<file path="config.mk">
export PLATFORM = sky130hd
export DESIGN_NAME = ring_phase_packer_flat
export DESIGN_NICKNAME = d
export VERILOG_FILES = /design/src/rtl/ring_pkg.sv /design/src/rtl/ring_phase_packer_if.sv /design/src/rtl/ring_word_fifo.sv /design/src/rtl/ring_phase_packer.sv /design/src/flat_wrapper.sv
export SDC_FILE = /design/constraint.sdc
export NUM_CORES = 1
export LEC_CHECK = 0
export CAP_MARGIN = 20
export CORE_MARGIN = 1
export CORE_UTILIZATION = 54
export DETAILED_ROUTE_END_ITERATION = 16
export PLACE_DENSITY = 0.79
export SETUP_SLACK_MARGIN = 0.5
export SLEW_MARGIN = 20
export SYNTH_ARGS = -nofsm -noshare
export SYNTH_HDL_FRONTEND = slang
export SYNTH_SLANG_ARGS = --single-unit
</file>
<file path="constraint.sdc">
create_clock -name clk -period 2.55 [get_ports clk]
set_input_delay 0.51 -clock clk [delete_from_list [all_inputs] [get_ports clk]]
set_output_delay 0.51 -clock clk [all_outputs]
set_load 0.03 [all_outputs]
</file>
<file path="src/rtl/ring_pkg.sv">
// Shared constants and types for the ring sequencer consumers.
package ring_pkg;
  localparam logic [2:0] PH_IDLE = 3'b000;
  localparam logic [2:0] PH_L0   = 3'b001;
  localparam logic [2:0] PH_L1   = 3'b010;
  localparam logic [2:0] PH_L2   = 3'b100;

  localparam int OUT_DEPTH = 2;

  // Assembler state: which lane the next in-order byte must carry.
  typedef enum logic [1:0] {
    EXP0 = 2'd0,
    EXP1 = 2'd1,
    EXP2 = 2'd2
  } asm_state_t;
endpackage

</file>
<file path="src/rtl/ring_phase_packer_if.sv">
// Byte-in / word-out bus between the ring front end and the packer.
interface ring_phase_packer_if #(
  parameter int DATA_W = 8
) ();
  logic [2:0]          phase;
  logic                phase_flush;
  logic [DATA_W-1:0]   din;
  logic                din_valid;
  logic [3*DATA_W-1:0] word_out;
  logic                word_valid;
  logic                word_ready;
  logic [1:0]          word_level;
  logic                phase_err;
  logic                overrun;

  modport master (
    output phase, phase_flush, din, din_valid, word_ready,
    input  word_out, word_valid, word_level, phase_err, overrun
  );

  modport slave (
    input  phase, phase_flush, din, din_valid, word_ready,
    output word_out, word_valid, word_level, phase_err, overrun
  );
endinterface

</file>
<file path="src/rtl/ring_word_fifo.sv">
// Two-entry register FIFO; entry 0 is always the head, so the head is a
// plain register output. A push that finds the FIFO full without a
// simultaneous pop is ignored (the caller flags it).
module ring_word_fifo
  import ring_pkg::*;
#(
  parameter int WIDTH = 24
) (
  input  logic             clk,
  input  logic             reset,
  input  logic             push,
  input  logic [WIDTH-1:0] push_data,
  input  logic             pop,
  output logic [WIDTH-1:0] head,
  output logic [1:0]       level,
  output logic             full
);
  logic [WIDTH-1:0] mem0;
  logic [WIDTH-1:0] mem1;

  assign head = mem0;
  assign full = (level == 2'(OUT_DEPTH));

  // Storage and occupancy update; pop is only asserted when non-empty.
  always_ff @(posedge clk) begin
    if (!reset) begin
      mem0  <= '0;
      mem1  <= '0;
      level <= 2'd0;
    end else begin
      case (level)
        2'd0: begin
          if (push) begin
            mem0  <= push_data;
            level <= 2'd1;
          end
        end
        2'd1: begin
          if (push && pop) begin
            mem0 <= push_data;
          end else if (push) begin
            mem1  <= push_data;
            level <= 2'd2;
          end else if (pop) begin
            level <= 2'd0;
          end
        end
        2'd2: begin
          if (pop) begin
            mem0 <= mem1;
            if (push) mem1 <= push_data;
            else      level <= 2'd1;
          end
        end
        default: level <= 2'd0;
      endcase
    end
  end
endmodule

</file>
<file path="src/rtl/ring_phase_packer.sv">
// Packs a phase-tagged byte stream into 3-lane words and buffers them for
// a valid/ready consumer. Lane order is enforced; errors are sticky.
module ring_phase_packer
  import ring_pkg::*;
#(
  parameter int DATA_W = 8
) (
  input  logic               clk,
  input  logic               reset,
  ring_phase_packer_if.slave bus
);
  asm_state_t          state_q, state_d;
  logic [DATA_W-1:0]   lane0_q, lane1_q;
  logic                wr_lane0, wr_lane1, clr_lanes, push, err_set;
  logic                pop, full, ovr_set;
  logic [1:0]          level;
  logic [3*DATA_W-1:0] head;
  logic                phase_err_q, overrun_q;

  assign pop     = (level != 2'd0) && bus.word_ready;
  assign ovr_set = push && full && !pop;

  // Assembler next-state: lane steering, word completion and error detect.
  always_comb begin
    state_d   = state_q;
    wr_lane0  = 1'b0;
    wr_lane1  = 1'b0;
    clr_lanes = 1'b0;
    push      = 1'b0;
    err_set   = 1'b0;
    if (bus.phase_flush) begin
      state_d   = EXP0;
      clr_lanes = 1'b1;
    end else if (bus.din_valid) begin
      case (bus.phase)
        PH_IDLE: ;
        PH_L0: begin
          wr_lane0 = 1'b1;
          state_d  = EXP1;
          err_set  = (state_q != EXP0);
        end
        PH_L1: begin
          if (state_q == EXP1) begin
            wr_lane1 = 1'b1;
            state_d  = EXP2;
          end else begin
            err_set = 1'b1;
          end
        end
        PH_L2: begin
          if (state_q == EXP2) begin
            push    = 1'b1;
            state_d = EXP0;
          end else begin
            err_set = 1'b1;
          end
        end
        default: err_set = 1'b1;
      endcase
    end
  end

  // Assembler state, lane registers and sticky flags.
  always_ff @(posedge clk) begin
    if (!reset) begin
      state_q     <= EXP0;
      lane0_q     <= '0;
      lane1_q     <= '0;
      phase_err_q <= 1'b0;
      overrun_q   <= 1'b0;
    end else begin
      state_q <= state_d;
      if (clr_lanes) begin
        lane0_q <= '0;
        lane1_q <= '0;
      end else begin
        if (wr_lane0) begin
          lane0_q <= bus.din;
          lane1_q <= '0;
        end
        if (wr_lane1) lane1_q <= bus.din;
      end
      if (err_set) phase_err_q <= 1'b1;
      if (ovr_set) overrun_q   <= 1'b1;
    end
  end

  ring_word_fifo #(
    .WIDTH(3*DATA_W)
  ) u_fifo (
    .clk       (clk),
    .reset     (reset),
    .push      (push),
    .push_data ({bus.din, lane1_q, lane0_q}),
    .pop       (pop),
    .head      (head),
    .level     (level),
    .full      (full)
  );

  assign bus.word_out   = head;
  assign bus.word_valid = (level != 2'd0);
  assign bus.word_level = level;
  assign bus.phase_err  = phase_err_q;
  assign bus.overrun    = overrun_q;
endmodule

</file>
<file path="src/flat_wrapper.sv">
// flat-port wrapper written by rule: the top's interface ports become plain ports
module ring_phase_packer_flat import ring_pkg::*;
#(
  parameter int DATA_W = 8
)
  (clk, reset, bus_phase, bus_phase_flush, bus_din, bus_din_valid, bus_word_ready, bus_word_out, bus_word_valid, bus_word_level, bus_phase_err, bus_overrun);
  ring_phase_packer_if #(.DATA_W(DATA_W)) bus_i ();
  input  logic clk;
  input  logic reset;
  input wire logic [$bits(bus_i.phase)-1:0] bus_phase;
  input wire logic [$bits(bus_i.phase_flush)-1:0] bus_phase_flush;
  input wire logic [$bits(bus_i.din)-1:0] bus_din;
  input wire logic [$bits(bus_i.din_valid)-1:0] bus_din_valid;
  input wire logic [$bits(bus_i.word_ready)-1:0] bus_word_ready;
  output wire logic [$bits(bus_i.word_out)-1:0] bus_word_out;
  output wire logic [$bits(bus_i.word_valid)-1:0] bus_word_valid;
  output wire logic [$bits(bus_i.word_level)-1:0] bus_word_level;
  output wire logic [$bits(bus_i.phase_err)-1:0] bus_phase_err;
  output wire logic [$bits(bus_i.overrun)-1:0] bus_overrun;
  assign bus_i.phase = bus_phase;
  assign bus_i.phase_flush = bus_phase_flush;
  assign bus_i.din = bus_din;
  assign bus_i.din_valid = bus_din_valid;
  assign bus_i.word_ready = bus_word_ready;
  assign bus_word_out = bus_i.word_out;
  assign bus_word_valid = bus_i.word_valid;
  assign bus_word_level = bus_i.word_level;
  assign bus_phase_err = bus_i.phase_err;
  assign bus_overrun = bus_i.overrun;
  ring_phase_packer #(.DATA_W(DATA_W)) u_core (.clk(clk), .reset(reset), .bus(bus_i));
endmodule
</file>
==> results.tsv <==
metric	value	unit
ios	45	
min_delay_worst_endpoint	u_core.bus.phase_err$_SDFFE_PN0P_	
port_buffers	44	
nNetsFinal	358	
initial_core_util	55.96	%
grt_start_max_net_pins	53	
fin_crit	2.000	ns
viasPerCell	5.562	
cp_num_buf_inv	2	
synth_edf_count	0	
power_density	549.0	mW/mm²
die-width	77.55	µm
arrival	2.23	ns
drv_slew	0	
syn_inst	295	
holdPathStages	1	
cts_tree	yes	
cp_max_fo	15	
fillCellCount	422	
ant_nets	0	
dieArea	0.006013	mm²
die_height	77.55	µm
worstHoldStart	u_core.bus.phase_err$_SDFFE_PN0P_	
crit_path_end_kind	flop	
place_inst	400	
numCtsBuffers	9	
cts.sinks	70	
clk_pin_slew	0.07	ns
htreeDepth	3	
clk_latency	0.34	ns
finalClockSkew	0.006182	ns
status	completed	
max_cap_violations	0	
wl	6974	µm
relSlewSlack	69.21	%
final_cells	418	
ys_top_cells_by_area	dfxtp_1 (45%), mux2i_1 (18%), o211a_1 (7.8%), nor2b_1 (5.5%), o21ai_0 (3.2%)	
layout-drive-gt1-share	11.27	%
fin_setup_tns	0	ns
first_pass_iters	6	
fin_hold_ws	0.4797	ns
yosys.area.top_type	dfxtp_1	
synth_warnings	0	
path_delay_family	buffers and inverters	
overflow	0	
antenna_found_initial	0	
max_stage_delay	0.49	ns
min_path_type	reg -> reg	
cp_data_required_time	2.78	ns
diodes	0	
setup_violations	0	
r2r_cells	5	
seq_area	0.001401	mm²
async_flop_share	0	%
hold_viol	0	
synth.distinct_cells	39	
wl_per_cell	16.68	µm
r2r_start	u_core.state_q[1]$_SDFFE_PP0P_	
core-area	0.005507	mm²
multi_input_area	0.001540	mm²
leakage	2.064	nW
grt_pass1_wl	10520	µm
drc	0	
cts_buffer_depth	2	
place_area	0.003611	mm²
syn-num-nets	311	
synthesis.area	0.003082	mm²
reg2reg_to	u_core.u_fifo.head[20]$_SDFFE_PN0P_	
crit_path_top_delay_cell	clkdlybuf4s50_1	
fin_crit_sh	78.44	%
tightest_slew	0.4618	ns
grt_use_total	22.73	%
critical_path_class	in -> reg	
place.gp.congestion	0.7609	
fp-row-count	27	
synth-seq-cells	70	
via_count	2325	
crit_path_start_kind	primary input	
area_growth	25.90	%
crit_chain	clkdlybuf4s50_1, nand4bb_2, a2111oi_4, buf_6, o21ai_0, o211a_1	
initialDrtViolationCount	168	
max-vdd-ir-drop	0.4911	mV
dpl.hpwl	4227	µm
seq_area_frac_synth	45.47	%
synthFlopType	dfxtp_1	
design_area	0.003880	mm²
rrSetupSlack	0.63	ns
yosysTopAreaCellShare	45.47	%
cts_root_buf	clkbuf_8	
avgSynthCellArea	10.45	µm²
grt_pass1_vias	2114	
max_clock_freq	499.9	MHz
rsz0062_at_grt	true	
-- final cells by class --
type                            instances  area share (%)
Timing Repair Buffer                   61           16.41
Tap cell                               72           2.322
Clock inverter                          4           1.870
Sequential cell                        70           36.12
Clock buffer                           11           3.386
Multi-Input combinational cell        198           39.70
Inverter                                2          0.1935
-- timing repair --
action	4_1_cts	5_1_grt
cloned	0	2
gates resized for setup	1	7
buffers inserted	0	1
hold endpoints to repair	0	0
hold buffers	0	0
setup endpoints to repair	1	36
-- placed cells by master (no fill, tap or decap), types with 2 or more instances in the layout --
cell              n
a21boi_0          2
a21oi_1           5
a22oi_1           8
buf_12            3
buf_4            11
buf_6             2
bufinv_16         2
clkbuf_1          2
clkbuf_8          9
clkdlybuf4s50_1  40
dfxtp_1          70
dlymetal6s2s_1    3
inv_1             2
mux2i_1          56
nand2_1           2
nand2b_1          3
nor2_1           21
nor2b_1          27
nor3b_1           3
nor4_1            2
o211a_1          24
o21ai_0          20
o21ai_1           5
-- state kept, by name, indices dropped and copies added (netlist names) --
register and count:
u_core.u_fifo.level 2, u_core.bus.overrun 1, u_core.u_fifo.head 24, u_core.bus.phase_err 1
u_core.lane1_q 8, u_core.lane0_q 8, u_core.u_fifo.mem1 24, u_core.state_q 2
-- Yosys cell counts (2+ instances only) --
cell	count
a21oi_1	5
o21ai_0	20
inv_1	2
clkbuf_2	2
nor4_1	2
dfxtp_1	70
a21boi_0	2
a22oi_1	8
nand2b_1	3
nor3b_1	3
clkbuf_1	14
buf_12	2
nand2_1	3
o21ai_1	5
nor2b_1	27
mux2i_1	56
buf_2	6
o211a_1	24
nor2_1	21
-- worst reg2reg max path, cell delays in order, from the launching register on --
cell and delay [ns]:
dfxtp_1 0.46, or3b_4 0.46, a2111oi_4 0.40, buf_6 0.22, o21ai_0 0.12, o211a_1 0.15
-- worst max path at each step --
stage / start / end / slack (ns) / cells past startpoint
floorplan: bus_phase[0] / u_core.u_fifo.head[0]$_SDFFE_PN0P_ / 0.51 / 7
global placement: bus_phase[0] / u_core.u_fifo.head[19]$_SDFFE_PN0P_ / 0.25 / 6
detailed placement: bus_phase[0] / u_core.u_fifo.head[20]$_SDFFE_PN0P_ / 0.17 / 6
CTS: u_core.u_fifo.level[1]$_SDFFE_PN0P_ / bus_word_level[1] / 0.50 / 1
global route: bus_din_valid / u_core.u_fifo.mem1[21]$_SDFFE_PN0P_ / 0.45 / 7
finish: bus_phase_flush / u_core.u_fifo.head[20]$_SDFFE_PN0P_ / 0.55 / 6
-- power breakdown --
group          total (mW)  switching [mW]  internal [mW]
sequential           1.10         0.00138           1.09
clock               0.939           0.395          0.545
combinational      0.0949          0.0487         0.0462
total                2.13           0.445           1.69
-- through the flow --
| stage | util, % | total power [mW] | worst slack [ns] |
|---|---|---|---|
| floorplan | - | 1.165 | 0.5093 |
| finish | 70.46 | 2.130 | 0.5497 |
| global placement | 65.58 | 1.213 | 0.2484 |
| CTS | 69.26 | 2.149 | 0.5049 |
| global route | 70.46 | 2.197 | 0.4510 |
| detailed placement | 65.58 | 1.214 | 0.1673 |
-- per-layer routing --
layer	global-route usage (%)	wire length (µm)	share of wire (%)
met3	3.529	331	4.7
met2	35.58	3161	45
met1	30.58	3371	48
met5	0	0	0
met4	10.75	110	1.6
-- logic make-up after synthesis --
| logic type | count (synthesis) | synth area share [%] |
|---|---|---|
| and+or+nand+nor | 69 | 13.11 |
| buffers and inverters | 27 | 4.913 |
| muxes | 56 | 18.19 |
| DFF | 70 | 45.47 |
| AOI/OAI and AO/OA | 73 | 18.31 |
Note: power is estimated with default switching activity, not from simulation.
